**config.mk**
```make
export PLATFORM = sky130hd
export DESIGN_NAME = dom1_skinny_round_ctrl
export DESIGN_NICKNAME = d
export VERILOG_FILES = /design/src/rtl/dom1_skinny_pkg.sv /design/src/rtl/dom1_skinny_phase_ctr.sv /design/src/rtl/dom1_skinny_round_ctrl.sv
export SDC_FILE = /design/constraint.sdc
export NUM_CORES = 1
export LEC_CHECK = 0
export CAP_MARGIN = 20
export CORE_AREA = 2 2 404 406
export DETAILED_ROUTE_END_ITERATION = 10
export DIE_AREA = 0 0 406 408
export GPL_ROUTABILITY_DRIVEN = 0
export GPL_TIMING_DRIVEN = 0
export SYNTH_ARGS = -nofsm -noshare
export SYNTH_HDL_FRONTEND = slang
export SYNTH_SLANG_ARGS = --single-unit
```
**constraint.sdc**
```tcl
create_clock -name clk -period 1.7 [get_ports clk]
set_clock_uncertainty 0.1 [all_clocks]
set_input_delay 0.255 -clock clk [delete_from_list [all_inputs] [get_ports clk]]
set_output_delay 0.255 -clock clk [all_outputs]
set_load 0.05 [all_outputs]
```
**src/rtl/dom1_skinny_pkg.sv**
```systemverilog
// Shared types and constants for the masked Skinny round controller.
package dom1_skinny_pkg;

  localparam int unsigned NROUNDS_DEF = 40;
  localparam int unsigned DATA_W      = 128;
  localparam int unsigned RND_W       = 6;
  localparam int unsigned PH_W        = 3;
  localparam int unsigned EN_W        = 4;

  typedef enum logic [1:0] {
    ST_IDLE = 2'd0,
    ST_RUN  = 2'd1,
    ST_DONE = 2'd2
  } state_e;

  localparam logic [PH_W-1:0] PH_EN0 = PH_W'(0);
  localparam logic [PH_W-1:0] PH_EN1 = PH_W'(1);
  localparam logic [PH_W-1:0] PH_EN2 = PH_W'(2);
  localparam logic [PH_W-1:0] PH_EN3 = PH_W'(3);
  localparam logic [PH_W-1:0] PH_UPD = PH_W'(4);

  // Both shares travel together but are never combined.
  typedef struct packed {
    logic [DATA_W-1:0] s1;
    logic [DATA_W-1:0] s0;
  } shares_t;

  // One-hot sbox stage enable for a phase; zero in the update phase.
  function automatic logic [EN_W-1:0] phase_en(input logic [PH_W-1:0] ph);
    case (ph)
      PH_EN0:  return EN_W'(4'b0001);
      PH_EN1:  return EN_W'(4'b0010);
      PH_EN2:  return EN_W'(4'b0100);
      PH_EN3:  return EN_W'(4'b1000);
      default: return '0;
    endcase
  endfunction

endpackage

```
**src/rtl/dom1_skinny_phase_ctr.sv**
```systemverilog
// Mod-5 phase counter with round counter and last-round flag.
module dom1_skinny_phase_ctr
  import dom1_skinny_pkg::*;
#(
  parameter int unsigned NROUNDS = NROUNDS_DEF
) (
  input  logic             clk,
  input  logic             rst_n,
  input  logic             clr,
  input  logic             adv,
  output logic [PH_W-1:0]  phase,
  output logic [RND_W-1:0] rnd,
  output logic [PH_W-1:0]  phase_nxt_c,
  output logic             last_c
);

  logic [RND_W-1:0] rnd_nxt_c;

  assign last_c = (rnd == RND_W'(NROUNDS - 1));

  // The round index only advances on a non-final update phase, so it never wraps.
  always_comb begin
    phase_nxt_c = phase;
    rnd_nxt_c   = rnd;
    if (clr) begin
      phase_nxt_c = PH_EN0;
      rnd_nxt_c   = '0;
    end else if (adv) begin
      if (phase == PH_UPD) begin
        phase_nxt_c = PH_EN0;
        if (!last_c) rnd_nxt_c = rnd + RND_W'(1);
      end else begin
        phase_nxt_c = phase + PH_W'(1);
      end
    end
  end

  always_ff @(posedge clk) begin
    if (!rst_n) begin
      phase <= PH_EN0;
      rnd   <= '0;
    end else begin
      phase <= phase_nxt_c;
      rnd   <= rnd_nxt_c;
    end
  end

endmodule

```
**src/rtl/dom1_skinny_round_ctrl.sv**
```systemverilog
// Round sequencer for a first-order DOM Skinny core: owns the share registers and FSM.
module dom1_skinny_round_ctrl
  import dom1_skinny_pkg::*;
#(
  parameter int unsigned NROUNDS = NROUNDS_DEF
) (
  input  logic              clk,
  input  logic              rst_n,
  input  logic              start,
  input  logic [DATA_W-1:0] pt0,
  input  logic [DATA_W-1:0] pt1,
  output logic              ready,
  output logic              done,
  output logic [DATA_W-1:0] ct0,
  output logic [DATA_W-1:0] ct1,
  output logic [DATA_W-1:0] sshi0,
  output logic [DATA_W-1:0] sshi1,
  input  logic [DATA_W-1:0] ssho0,
  input  logic [DATA_W-1:0] ssho1,
  output logic [EN_W-1:0]   en,
  output logic [RND_W-1:0]  rnd,
  output logic              tk_step
);

  state_e          state_q, state_d;
  shares_t         sh_q, sh_d;
  logic            clr_c, adv_c, upd_c, last_c;
  logic [PH_W-1:0] phase, phase_nxt_c;
  logic            ready_d, done_d, tk_step_d;
  logic [EN_W-1:0] en_d;

  dom1_skinny_phase_ctr #(.NROUNDS(NROUNDS)) u_phase_ctr (
    .clk         (clk),
    .rst_n       (rst_n),
    .clr         (clr_c),
    .adv         (adv_c),
    .phase       (phase),
    .rnd         (rnd),
    .phase_nxt_c (phase_nxt_c),
    .last_c      (last_c)
  );

  assign upd_c = (phase == PH_UPD);
  assign ct0   = sh_q.s0;
  assign ct1   = sh_q.s1;
  assign sshi0 = sh_q.s0;
  assign sshi1 = sh_q.s1;

  // Next state and share capture.
  always_comb begin
    state_d = state_q;
    sh_d    = sh_q;
    clr_c   = 1'b0;
    adv_c   = 1'b0;
    case (state_q)
      ST_IDLE: begin
        if (start) begin
          state_d = ST_RUN;
          clr_c   = 1'b1;
          sh_d    = '{s1: pt1, s0: pt0};
        end
      end
      ST_RUN: begin
        adv_c = 1'b1;
        if (upd_c) begin
          sh_d = '{s1: ssho1, s0: ssho0};
          if (last_c) state_d = ST_DONE;
        end
      end
      ST_DONE: state_d = ST_IDLE;
      default: state_d = ST_IDLE;
    endcase
  end

  // Outputs are precomputed from the next state so they leave the block registered.
  always_comb begin
    ready_d   = (state_d == ST_IDLE);
    done_d    = (state_d == ST_DONE);
    en_d      = '0;
    tk_step_d = 1'b0;
    if (state_d == ST_RUN) begin
      en_d      = phase_en(phase_nxt_c);
      tk_step_d = (phase_nxt_c == PH_UPD);
    end
  end

  always_ff @(posedge clk) begin
    if (!rst_n) begin
      state_q <= ST_IDLE;
      sh_q    <= '0;
      ready   <= 1'b1;
      done    <= 1'b0;
      en      <= '0;
      tk_step <= 1'b0;
    end else begin
      state_q <= state_d;
      sh_q    <= sh_d;
      ready   <= ready_d;
      done    <= done_d;
      en      <= en_d;
      tk_step <= tk_step_d;
    end
  end

endmodule

```
==> impl_metrics.toml <==
[run_status]
outcome = "finished, violations left"
violations = "negative setup slack"

[power]
clkPwrFrac_pct = 31.7
switching_power_mw = 11.6
worst_ir_drop_vdd_uv = 714
powerDensity_nw_per_um2 = 918
power.internal_mw = 16.5
p_sw_share_pct = 41.4
p_comb_share_pct = 40.8
leakagePower_nw = 12.7
p_seq_share_pct = 27.6

[cells_and_area]
stdcell_count = 5157
fillerInstances = 18100
area_growth_pct = 126
final_util_pct = 18.9
drive_gt1_share_pct = 47.8
nets = 3431

[synthesis]
synth_flop_cell = "dfxtp_1"
yosys.cell_count.top_type = "nand2_1"
syn_nets = 2273
ys_types = 36
syn_area_um2 = 13500
synth_area_leader_cell = "dfxtp_1"
synth_top_area_share_pct = 40.5
seq_area_frac_synth_pct = 40.5
async_flop_share_pct = 0
synthTopCellsByArea = "dfxtp_1 (41%), a311oi_1 (17%), buf_4 (14%)"
synth_enable_flop_cells = 0
synthCells = 1755
ys.warnings.count = 0
ys_ff_latch = 274
ys_top_cells_by_count = "nand2_1 (517), dfxtp_1 (274), nor2_1 (265)"
avgSynthCellArea_um2 = 7.71

[worst_hold_path]
hold_depth = 3
hold_class = "in2reg"
worstHoldStart = "ssho0[40]"
min_to = "ct0[40]"

[worst_setup_path]
required_ns = 2.09
reg2reg_slack_ns = -0.35
worstSetupEndpointType = "flip-flop"
cp_max_fo = 7
criticalPathCategory = "reg2reg"
worstRegToRegCells = 9
start_kind = "flip-flop"
cp.arrival_ns = 2.44
r2r_end = "ct0[49]"
rr_startpoint = "state_q[0]"

[routing]
routed_wl_um = 153000
route.vias.total = 19300
viasPerCell = 3.73
drtIter0Drc = 1933
ant_nets = 0
wire_per_inst_um = 29.7
first_pass_iters = 5
drc = 0

[floorplan]
dieHeight_um = 408
core_um2 = 162000
die_w_um = 406
num_rows = 148
dieArea_um2 = 166000
start_util_pct = 8.37
ioPinCount = 1040

[timing]
slew_violations = 0
rsz0062_at_grt = "yes"
final.min_clock_period_ns = 2.05
setup_viol = 271
tightest_slew_ns = 0.663
hold_slack_ns = 0.118
fin_ws_ns = -0.352
max_slew_margin_pct = 55.8
hold_viol_final = 0
max_freq_mhz = 487
fin_tns_setup_ns = -61.70
finalCritPeriodShare_pct = 121

[cts]
cts.clk_slew.worst_paths_ns = 0.06
cts_num_sinks = 274
numCtsBuffers = 39
clk_path_buf_depth = 3
cts_root_buf = "clkbuf_16"
tritoncts = "yes"
htreeDepth = 2
clk_latency_ns = 0.59

[place]
placedCellCount = 4970
dp_hpwl_um = 129000
portBuffers = 1039

[global_route]
grt_pass1_vias = 17900
grtUsageTotal_pct = 17.0
grt_max_degree = 13
grt_pass1_wl_um = 185000
antenna_found_initial = 94
grt_overflow_total = 0

[run]
cap_violations = 0
## cell type report
class,count,area (µm²),share of cell area (%)
tap,2175,2720,8.89
timing repair buffer,1122,10700,35.0
sequential,274,5820,19.0
multi-input combinational,1079,6520,21.3
buffer,394,3380,11.0
clock inverter,21,258,0.842
antenna,40,100,0.327
clock buffer,49,1080,3.54
inverter,3,13.8,0.0450
## power groups by stage
stage               clock network (mW)  logic, mW  registers, mW
detailed placement                   0       10.5           7.73
global placement                     0       10.4           7.73
finish                            8.91       11.5           7.75
global route                      9.38       11.8           7.78
CTS                               9.16       10.4           7.60
floorplan                            0       3.88           9.19
## worst max-delay path by stage
stage	end	start	depth (start not counted)	slack [ns]
2_1_floorplan	ct0[0]	u_phase_ctr.phase[0]	8	-0.004
3_3_place_gp	ct0[116]	state_q[0]	6	-1.98
3_5_place_dp	ct0[59]	rst_n	5	-1.77
4_1_cts	ct0[17]	state_q[0]	8	-0.32
5_1_grt	ct1[105]	state_q[0]	9	-0.41
6_report	ct0[49]	state_q[0]	9	-0.35
## repair_timing
action,4_1_cts,5_1_grt
gates cloned,4,32
hold buffers,0,0
gates resized for setup,1518,2294
pin swaps,23,140
setup buffers,9,37
setup endpoints to repair,796,745
## worst max-delay path: stages (launching register included)
cell	delay, ns
dfxtp_4	0.37
or3b_4	0.40
o21ai_4	0.10
buf_12	0.14
buf_12	0.12
buf_12	0.14
buf_4	0.15
clkbuf_16	0.15
nor2_1	0.04
a311oi_1	0.23
## sequential cells by signal, summed over array words and instances (netlist names)
register           flops
en                     4
ct0                  128
state_q                2
u_phase_ctr.phase      3
u_phase_ctr.rnd        6
ct1                  128
tk_step                1
ready                  1
done                   1
## stage by stage
stage / area (µm²) / total power [mW] / setup slack (ns)
finish: 30600 / 28.1 / -0.352
global route: 30600 / 29.0 / -0.408
CTS: 28800 / 27.1 / -0.324
detailed placement: 26700 / 18.2 / -1.77
global placement: 26700 / 18.2 / -1.98
floorplan: 13500 / 13.1 / -0.00433
## cell usage in the layout (no fill, tap or decap), types with 5 or more instances in the layout
master           netlist  routed
and3_1                 5       5
clkbuf_8               0       9
nor2_4                 0      52
buf_6                  0     131
nor2_1               265     183
a311oi_2               0      67
buf_4                259     447
nor2_2                 0      30
diode_2                0      40
dfxtp_4                0      48
buf_8                  0      27
a311oi_1             257     189
buf_2                 55      59
nand2_2                0      18
nand2_1              517     498
buf_12                 0      46
dfxtp_1              274     100
clkdlybuf4s50_1        0     513
clkbuf_2               0     122
clkbuf_1              78      19
dfxtp_2                0     126
clkbuf_16              0      71
buf_16                 0       5
clkinv_4               0       6
clkbuf_4               0     113
## per-layer routing
metal / track usage (%) / part of all wire [%] / wire length (µm)
met1: 19.3 / 37 / 56100
met2: 26.2 / 44 / 67500
met3: 8.10 / 13 / 19700
met4: 8.93 / 6.4 / 9770
met5: 0 / 0.18 / 269
## cells by family (layout without fill, tap and decap cells)
logic type / Yosys count / in the layout / synth area share (%)
multiplexers: 1 / 1 / 0.0740
AO/OA/AOI/OAI: 269 / 269 / 17.3
buffers and inverters: 402 / 1589 / 18.8
flip-flops: 274 / 274 / 40.5
other: 0 / 40 / 0
AND/OR/NAND/NOR: 802 / 802 / 22.8
adder cells (fa/ha/maj): 3 / 3 / 0.277
XOR/XNOR: 4 / 4 / 0.259
Note: power is estimated with default switching activity, not from simulation.
